## src/rtl/wolfram_ca_pkg.sv

```systemverilog
// Shared types and the rule-table lookup for the cellular-automaton array.
package wolfram_ca_pkg;

  typedef enum logic [1:0] {
    S_IDLE = 2'd0,
    S_RUN  = 2'd1,
    S_DONE = 2'd2
  } state_t;

  // Rule bit 7 is the output for neighbourhood 000 and bit 0 is the output for 111.
  function automatic logic rule_lookup(input logic [7:0] rule_code,
                                       input logic       l,
                                       input logic       c,
                                       input logic       r);
    logic [2:0] idx;
    idx = 3'd7 - {l, c, r};
    return rule_code[idx];
  endfunction

endpackage

```

## src/rtl/wolfram_ca_next.sv

```systemverilog
// Combinational next-generation logic: applies the rule to every cell at once.
// L is the higher-index neighbour and R the lower-index one. With WRAP=0 the
// array edges see 0; with WRAP=1 the array closes into a ring.
module wolfram_ca_next
  import wolfram_ca_pkg::*;
#(
  parameter int WIDTH = 16,
  parameter int WRAP  = 0
) (
  input  logic [WIDTH-1:0] i_cells,
  input  logic [7:0]       i_rule,
  output logic [WIDTH-1:0] o_next
);

  for (genvar i = 0; i < WIDTH; i++) begin : g_cell
    logic w_l;
    logic w_r;

    if (i == WIDTH-1) begin : g_l_edge
      if (WRAP != 0) begin : g_ring
        assign w_l = i_cells[0];
      end else begin : g_zero
        assign w_l = 1'b0;
      end
    end else begin : g_l_inner
      assign w_l = i_cells[i+1];
    end

    if (i == 0) begin : g_r_edge
      if (WRAP != 0) begin : g_ring
        assign w_r = i_cells[WIDTH-1];
      end else begin : g_zero
        assign w_r = 1'b0;
      end
    end else begin : g_r_inner
      assign w_r = i_cells[i-1];
    end

    assign o_next[i] = rule_lookup(i_rule, w_l, i_cells[i], w_r);
  end

endmodule

```

## src/rtl/wolfram_ca_array.sv

```systemverilog
// One-dimensional elementary cellular automaton that runs a programmed number
// of generations from a seed, with a hold input that pauses evolution.
//
//   state  | meaning
//   -------+-----------------------------------------------------------
//   S_IDLE | waiting for start; cells and gen_count keep the last result
//   S_RUN  | one generation per cycle unless hold is high
//   S_DONE | single-cycle done pulse, then back to S_IDLE
module wolfram_ca_array
  import wolfram_ca_pkg::*;
#(
  parameter int WIDTH = 16,
  parameter int CNT_W = 8,
  parameter int WRAP  = 0
) (
  input  logic             clk,
  input  logic             rst_n,
  input  logic             start,
  input  logic [7:0]       rule,
  input  logic [WIDTH-1:0] seed,
  input  logic [CNT_W-1:0] gens,
  input  logic             hold,
  output logic [WIDTH-1:0] cells,
  output logic [CNT_W-1:0] gen_count,
  output logic             busy,
  output logic             done
);

  state_t           r_state;
  state_t           w_state_nxt;
  logic [WIDTH-1:0] r_cells;
  logic [CNT_W-1:0] r_gen;
  logic [CNT_W-1:0] r_target;
  logic [7:0]       r_rule;
  logic [WIDTH-1:0] w_next;
  logic [CNT_W-1:0] w_gen_inc;
  logic             w_load;
  logic             w_step;

  wolfram_ca_next #(
    .WIDTH (WIDTH),
    .WRAP  (WRAP)
  ) u_next (
    .i_cells (r_cells),
    .i_rule  (r_rule),
    .o_next  (w_next)
  );

  assign w_gen_inc = r_gen + {{(CNT_W-1){1'b0}}, 1'b1};

  // Next-state decode; the final increment and the move to S_DONE share one edge
  // so gen_count can never pass the target.
  always_comb begin
    w_state_nxt = r_state;
    w_load      = 1'b0;
    w_step      = 1'b0;
    case (r_state)
      S_IDLE: begin
        if (start) begin
          w_load      = 1'b1;
          w_state_nxt = (gens == '0) ? S_DONE : S_RUN;
        end
      end
      S_RUN: begin
        if (!hold) begin
          w_step = 1'b1;
          if (w_gen_inc == r_target) begin
            w_state_nxt = S_DONE;
          end
        end
      end
      S_DONE: begin
        w_state_nxt = S_IDLE;
      end
      default: begin
        w_state_nxt = S_IDLE;
      end
    endcase
  end

  // State register.
  always_ff @(posedge clk or negedge rst_n) begin
    if (!rst_n) begin
      r_state <= S_IDLE;
    end else begin
      r_state <= w_state_nxt;
    end
  end

  // Datapath: capture the run parameters on start, then advance one generation per step.
  always_ff @(posedge clk or negedge rst_n) begin
    if (!rst_n) begin
      r_cells  <= '0;
      r_gen    <= '0;
      r_target <= '0;
      r_rule   <= '0;
    end else if (w_load) begin
      r_cells  <= seed;
      r_gen    <= '0;
      r_target <= gens;
      r_rule   <= rule;
    end else if (w_step) begin
      r_cells  <= w_next;
      r_gen    <= w_gen_inc;
    end
  end

  assign cells     = r_cells;
  assign gen_count = r_gen;
  assign busy      = (r_state != S_IDLE);
  assign done      = (r_state == S_DONE);

endmodule

```

## config.mk

```make
export PLATFORM = sky130hd
export DESIGN_NAME = wolfram_ca_array
export DESIGN_NICKNAME = d
export VERILOG_FILES = /design/src/rtl/wolfram_ca_pkg.sv /design/src/rtl/wolfram_ca_next.sv /design/src/rtl/wolfram_ca_array.sv
export SDC_FILE = /design/constraint.sdc
export NUM_CORES = 1
export LEC_CHECK = 0
export BUFFER_PORTS_ARGS = -buffer_cell sky130_fd_sc_hd__buf_2
export CAP_MARGIN = 30
export CORE_MARGIN = 4
export CORE_UTILIZATION = 51
export CTS_CLUSTER_DIAMETER = 60
export CTS_CLUSTER_SIZE = 40
export DETAILED_ROUTE_END_ITERATION = 8
export GPL_TIMING_DRIVEN = 0
export PLACE_DENSITY_LB_ADDON = 0.2
export SYNTH_ARGS = -nofsm -noshare
export SYNTH_HDL_FRONTEND = slang
export SYNTH_HIERARCHICAL = 1
export SYNTH_SLANG_ARGS = --single-unit
```

## constraint.sdc

```tcl
create_clock -name clk -period 5.44 [get_ports clk]
set_input_delay 0.816 -clock clk [delete_from_list [all_inputs] [get_ports clk]]
set_output_delay 0.816 -clock clk [all_outputs]
set_load 0.01 [all_outputs]
```

# Word level (Yosys, flattened, before mapping)
# Cells that the tools add are included.
# word_totals
rom_bits	0
latchBits	0
reg_bits	42
n_memories	0
mem_bits_rw	0
output_inout_bits	26
# op_classes
multipliers	0
div	0
n_mux	45
n_addsub	17
n_bitwise	0
n_shift	0
reduce_logical	5
n_eq_ne	6
magnitude_cmp	16
# ops
cell	n
3-bit by 4-bit < comparator with 1-bit output (second input constant)	16
1-bit binary-select mux with 3-bit select	16
3-bit subtractor (first input constant)	15
16-bit 2-to-1 mux	2
1-bit 2-to-1 mux	20
8-bit 2-to-1 mux	2
8-bit by 1-bit adder with 8-bit output (second input constant)	1
8-bit equality test	1
8-bit logical NOT	1
2-bit 2-to-1 mux	4
2-bit != test (second input constant)	3
2-bit one-hot mux with 2 select lines	1
2-bit nonzero test	2
3-bit AND reduction	1
3-bit by 2-bit subtractor with 3-bit output (first input constant)	1
2-bit by 1-bit equality test with 1-bit output (second input constant)	1
2-bit equality test (second input constant)	1
2-bit logical NOT	1

# Longest topological paths before layout
# depth
ltp_word	5
depth_mapped	7

# Modules after synthesis
# The synthesis kept the hierarchy.
# modules_own_cells
mod	instances	area_each_um2	cells_per_inst	seq_area_each_um2
wolfram_ca_array	1	2140.8	201	1051.0
wolfram_ca_next	1	1007.2	75	0.0

# Least setup slack after synthesis
# No wires, ideal clock.
# synth_path
path_kind	input to register
start	in gens[5]
end	reg r_state[0]
setup_slack_ns	3.500
setup_time_ns	0.140
arrival_ns	1.800
stages	4
cell_sequence	or4_1 -> o21ai_0 -> nor3b_1 -> a22oi_1
# synth_via
elab_chain_cells	4
# synth_rtl
element	line_no	rtl
from (decl)	wolfram_ca_array.sv:21	input logic [CNT_W-1:0] gens,
8-bit logical NOT	wolfram_ca_array.sv:61	w_state_nxt = (gens == '0) ? S_DONE : S_RUN;
2-bit 2-to-1 mux	wolfram_ca_array.sv:61	
2-bit 2-to-1 mux	wolfram_ca_array.sv:59	if (start) begin
2-bit one-hot mux with 2 select lines	wolfram_ca_array.sv:57	case (r_state)
to (signal assigned)	wolfram_ca_array.sv:86	r_state <= w_state_nxt;
to (decl)	wolfram_ca_array.sv:29	state_t r_state;
# No other way between the ends. The select of a mux whose other input is x is not followed.
# A chain may end at the register's enable or synchronous reset.

# Final worst setup path
# layout_path
start	reg r_gen[0], in the netlist gen_count[0]
end	reg r_state[0]
# layout_via
elab_chain_cells	4
# layout_rtl
element	line_no	rtl
from (decl)	wolfram_ca_array.sv:32	logic [CNT_W-1:0] r_gen;
from (signal assigned)	wolfram_ca_array.sv:104	r_gen <= w_gen_inc;
8-bit by 1-bit adder with 8-bit output	wolfram_ca_array.sv:49	assign w_gen_inc = r_gen + {{(CNT_W-1){1'b0}}, 1'b1};
8-bit equality test	wolfram_ca_array.sv:67	if (w_gen_inc == r_target) begin
2-bit != test (no line)	n/a	
3-bit AND reduction (no line)	n/a	
# No other way between the ends.

==> impl_results.md <==
* R2R depth at 7
* HP Class: in -> async
* RSZ-0062 raised after global routing: no
* CP top delay family: simple AND/OR/NAND/NOR gates
* Drt total wl at around 7200 µm
* Total overflow reported by the global router at 0
* Part of the power in registers at 0.325
* Max Freq at 479.5 MHz
* Synthesized flop and latch total at 42
* Row Count at 28
* Initial antenna violation count at 0
* DP HPWL at ~5300 µm
* Sequential fraction of the synthesis area at 0.3339
* CTS tree: yes
* Worst Path Arrival at 2240 ps
* Status: finished clean
* Routability cong. at just over 0.9
* Initial Util at 0.5286
* Max cap viols at 0
* Mapped Nets at 313
* Num CTS Buffers at 5
* Final setup vio count at 0
* Max Root-Sink Buffers at 2
* Post-CTS setup buffers at 0
* Switching pwr at 0.8160 mW
* Crit. path cell count at 7
* Asr flop ratio synth at 1.000
* P_int at between 1 and 1.5 mW
* Critical Path Start Type: flip-flop
* Buffer and inverter count on the worst path at 1
* Pleak at 1.629 nW
* Minimum clock period at 2086 ps
* IO Port Bufs at just over 60
* Crit share post-route at 0.3834
* R2r startpoint: gen_count[0]
* First-pass GRT wire length at 12370 µm
* Worst-Margin Slew at 532.6 ps
* Post-DRT Antenna Nets at 0
* Width of the die at 86.57 µm
* Clock Tree Root: clkbuf_8
* Core ar. at 5956 µm²
* CP endpoint kind: flip-flop
* Cell Chain, Critical Path: ha_1 > buf_6 > and3_4 > nand3_4 > mux2_4 > nor4_2 > a22oi_1
* Max stage delay cell, worst path: dfrtp_1
* Hold Vio Cnt, Final at 0
* Netlist cell types at 46
* Worst R2R End: r_state[0]
* # nets final at 382
* Worst Path Required at 5600 ps
* Pre-antenna DRT Iters at 6
* Initial drt markers at 198
* Htree depth at 2
* Setup slack, reg-to-reg at around 3400 ps
* Clk sink count at 42
* Switching Fraction at 0.3960
* Top FF cell, synth: dfrtp_1
* Hold_buf cts at 0
* Tot GR Track Use at 0.2074
* Crit. Startpoint: gen_count[0]
* Layout Skew at between 9 and 10 ps
* Post-CTS Resized at 0
* Pre-CTS setup slack at about 3000 ps
* Cell count after synthesis at 276
* Antenna cells at 0
* P&R area growth vs syn at 16.22%
* Die Area at 7494 µm²
* Vias in the first global route at 2620
* Vias at 2532
* Setup TNS at 0 ps
* EDFF count, synth at 0
* Final count of pins violating max slew at 0
* Layout Utilization at 0.6143
* Relative slew slack at 0.6436
* Synthesis warning total at 6
* Avg Inst Size Synth at around 11 µm²
* Die height at 86.57 µm
* End of the critical path: r_state[0]
* Wire length per cell at 17.20 µm
* Clock power frac at 0.104
* Top Ports at 62
* Largest net degree at the start of global routing at 43
* Max FO, Critical Path at 9
* Gate power share at 0.571
* Max incr delay on CP at 520 ps
* Synthesized area at 3148 µm²
* P per Cell Area at 563.2 nW/µm²
* Clock transition at path regs at approximately 90 ps
* Final hold slack at between 300 and 400 ps
* Final worst slack at ~3400 ps
* Vias/cell at 6.014
* Clock insertion delay at the later pin of the skew report at 300 ps
* Max VDD drop at between 0.2 and 0.3 mV
* Critical path class: reg -> reg
* Post-route DRC at 0
* Layout cells sized above 1 at 0.3613
[worst reg2reg max path: stages (launching register included)]
cell	delay (ps)
dfrtp_1	520
ha_1	230
buf_6	130
and3_4	220
nand3_4	90
mux2_4	320
nor4_2	320
a22oi_1	120
[power groups by stage]
| stage | Sequential (mW) | Combinational [mW] | Clock (mW) |
|---|---|---|---|
| final | 0.669 | 1.18 | 0.215 |
| after global routing | 0.703 | 1.30 | 0.231 |
| after CTS | 0.672 | 1.18 | 0.221 |
| after detailed placement | 0.677 | 1.17 | 0 |
| after global placement | 0.671 | 1.14 | 0 |
| after floorplan | 0.652 | 0.889 | 0 |
[routing by layer]
layer / global-route usage / up-vias / share of wire / wire, µm
li1: - / 1202 / - / -
met1: 0.2534 / 1234 / 0.41 / 2976
met2: 0.3713 / 81 / 0.52 / 3785
met3: 0.03422 / 15 / 0.049 / 354
met4: 0.06799 / 0 / 0.017 / 123
met5: 0 / - / 0 / 0
[registers in the layout, indices dropped and copies added, names as in the netlist]
register and flops:
cells 16, r_state 2, gen_count 8, r_target 8, r_rule 8
[metrics by stage]
step           instances  power (mW)  area (µm²)
6_report             421       2.061        3659
5_1_grt              421       2.229        3659
4_1_cts              420       2.071        3638
3_5_place_dp         412       1.850        3547
3_3_place_gp         412       1.814        3547
2_1_floorplan        276       1.541        3148
[cell usage after synthesis, types with 3 or more instances]
| cell type | count | area [µm²] |
|---|---|---|
| a21oi_1 | 4 | 20.02 |
| mux2_2 | 27 | 304.0 |
| nand2_1 | 27 | 101.4 |
| mux2i_1 | 17 | 170.2 |
| o31ai_1 | 3 | 22.52 |
| nor2_1 | 10 | 37.54 |
| nand3_1 | 5 | 25.02 |
| nor3_1 | 5 | 25.02 |
| xor2_1 | 3 | 26.28 |
| inv_1 | 4 | 15.01 |
| buf_6 | 5 | 56.30 |
| mux4_2 | 3 | 67.56 |
| dfrtp_1 | 42 | 1051 |
| xnor2_1 | 5 | 43.79 |
| a2111oi_0 | 3 | 26.28 |
| nor2b_1 | 8 | 50.05 |
| clkbuf_1 | 5 | 18.77 |
| o21ai_0 | 31 | 155.2 |
| buf_2 | 11 | 55.05 |
| mux4_1 | 21 | 551.8 |
[worst min path at each step]
stage                      startpoint           to  slack [ps]  depth (start not counted)
after global routing            rst_n     cells[8]         390                          1
after detailed placement  r_target[1]  r_target[1]         520                          1
after CTS                 r_target[1]  r_target[1]         540                          1
after global placement    r_target[1]  r_target[1]         520                          1
final                           rst_n     cells[8]         380                          1
after floorplan           r_target[1]  r_target[1]         500                          1
[cell families (layout without fill, tap and decap cells)]
| family | Yosys count | in the layout | share of synthesized area |
|---|---|---|---|
| adder cells (fa/ha/maj) | 1 | 1 | 0.003974 |
| flip-flops | 42 | 42 | 0.3339 |
| buffers and inverters | 27 | 97 | 0.05087 |
| AO/OA/AOI/OAI | 51 | 51 | 0.09778 |
| XOR/XNOR | 8 | 8 | 0.02226 |
| multiplexers | 69 | 69 | 0.3521 |
| AND/OR/NAND/NOR | 78 | 78 | 0.1391 |
[cell type report]
type	instances	area (µm²)
Buffer	23	145.1
Clock buffer	7	86.33
Clock inverter	1	5.005
Fill cell	511	2297
Inverter	4	15.01
Multi-Input combinational cell	207	1937
Sequential cell	42	1051
Tap cell	75	93.84
Timing Repair Buffer	62	325.3
[cells in the final DEF, fill, tap and decap left out, types with 3 or more instances in the layout]
cell / n
buf_6: 5
clkbuf_8: 6
buf_2: 72
o21ai_0: 31
a21oi_1: 4
dfrtp_1: 42
mux2_2: 27
nand3_1: 5
mux4_2: 3
inv_1: 4
xor2_1: 3
nor2b_1: 8
a2111oi_0: 3
nand2_1: 27
mux4_1: 21
xnor2_1: 5
clkbuf_1: 6
mux2i_1: 17
nor3_1: 5
nor2_1: 10
o31ai_1: 3
Note: power is estimated with default switching activity, not from simulation.
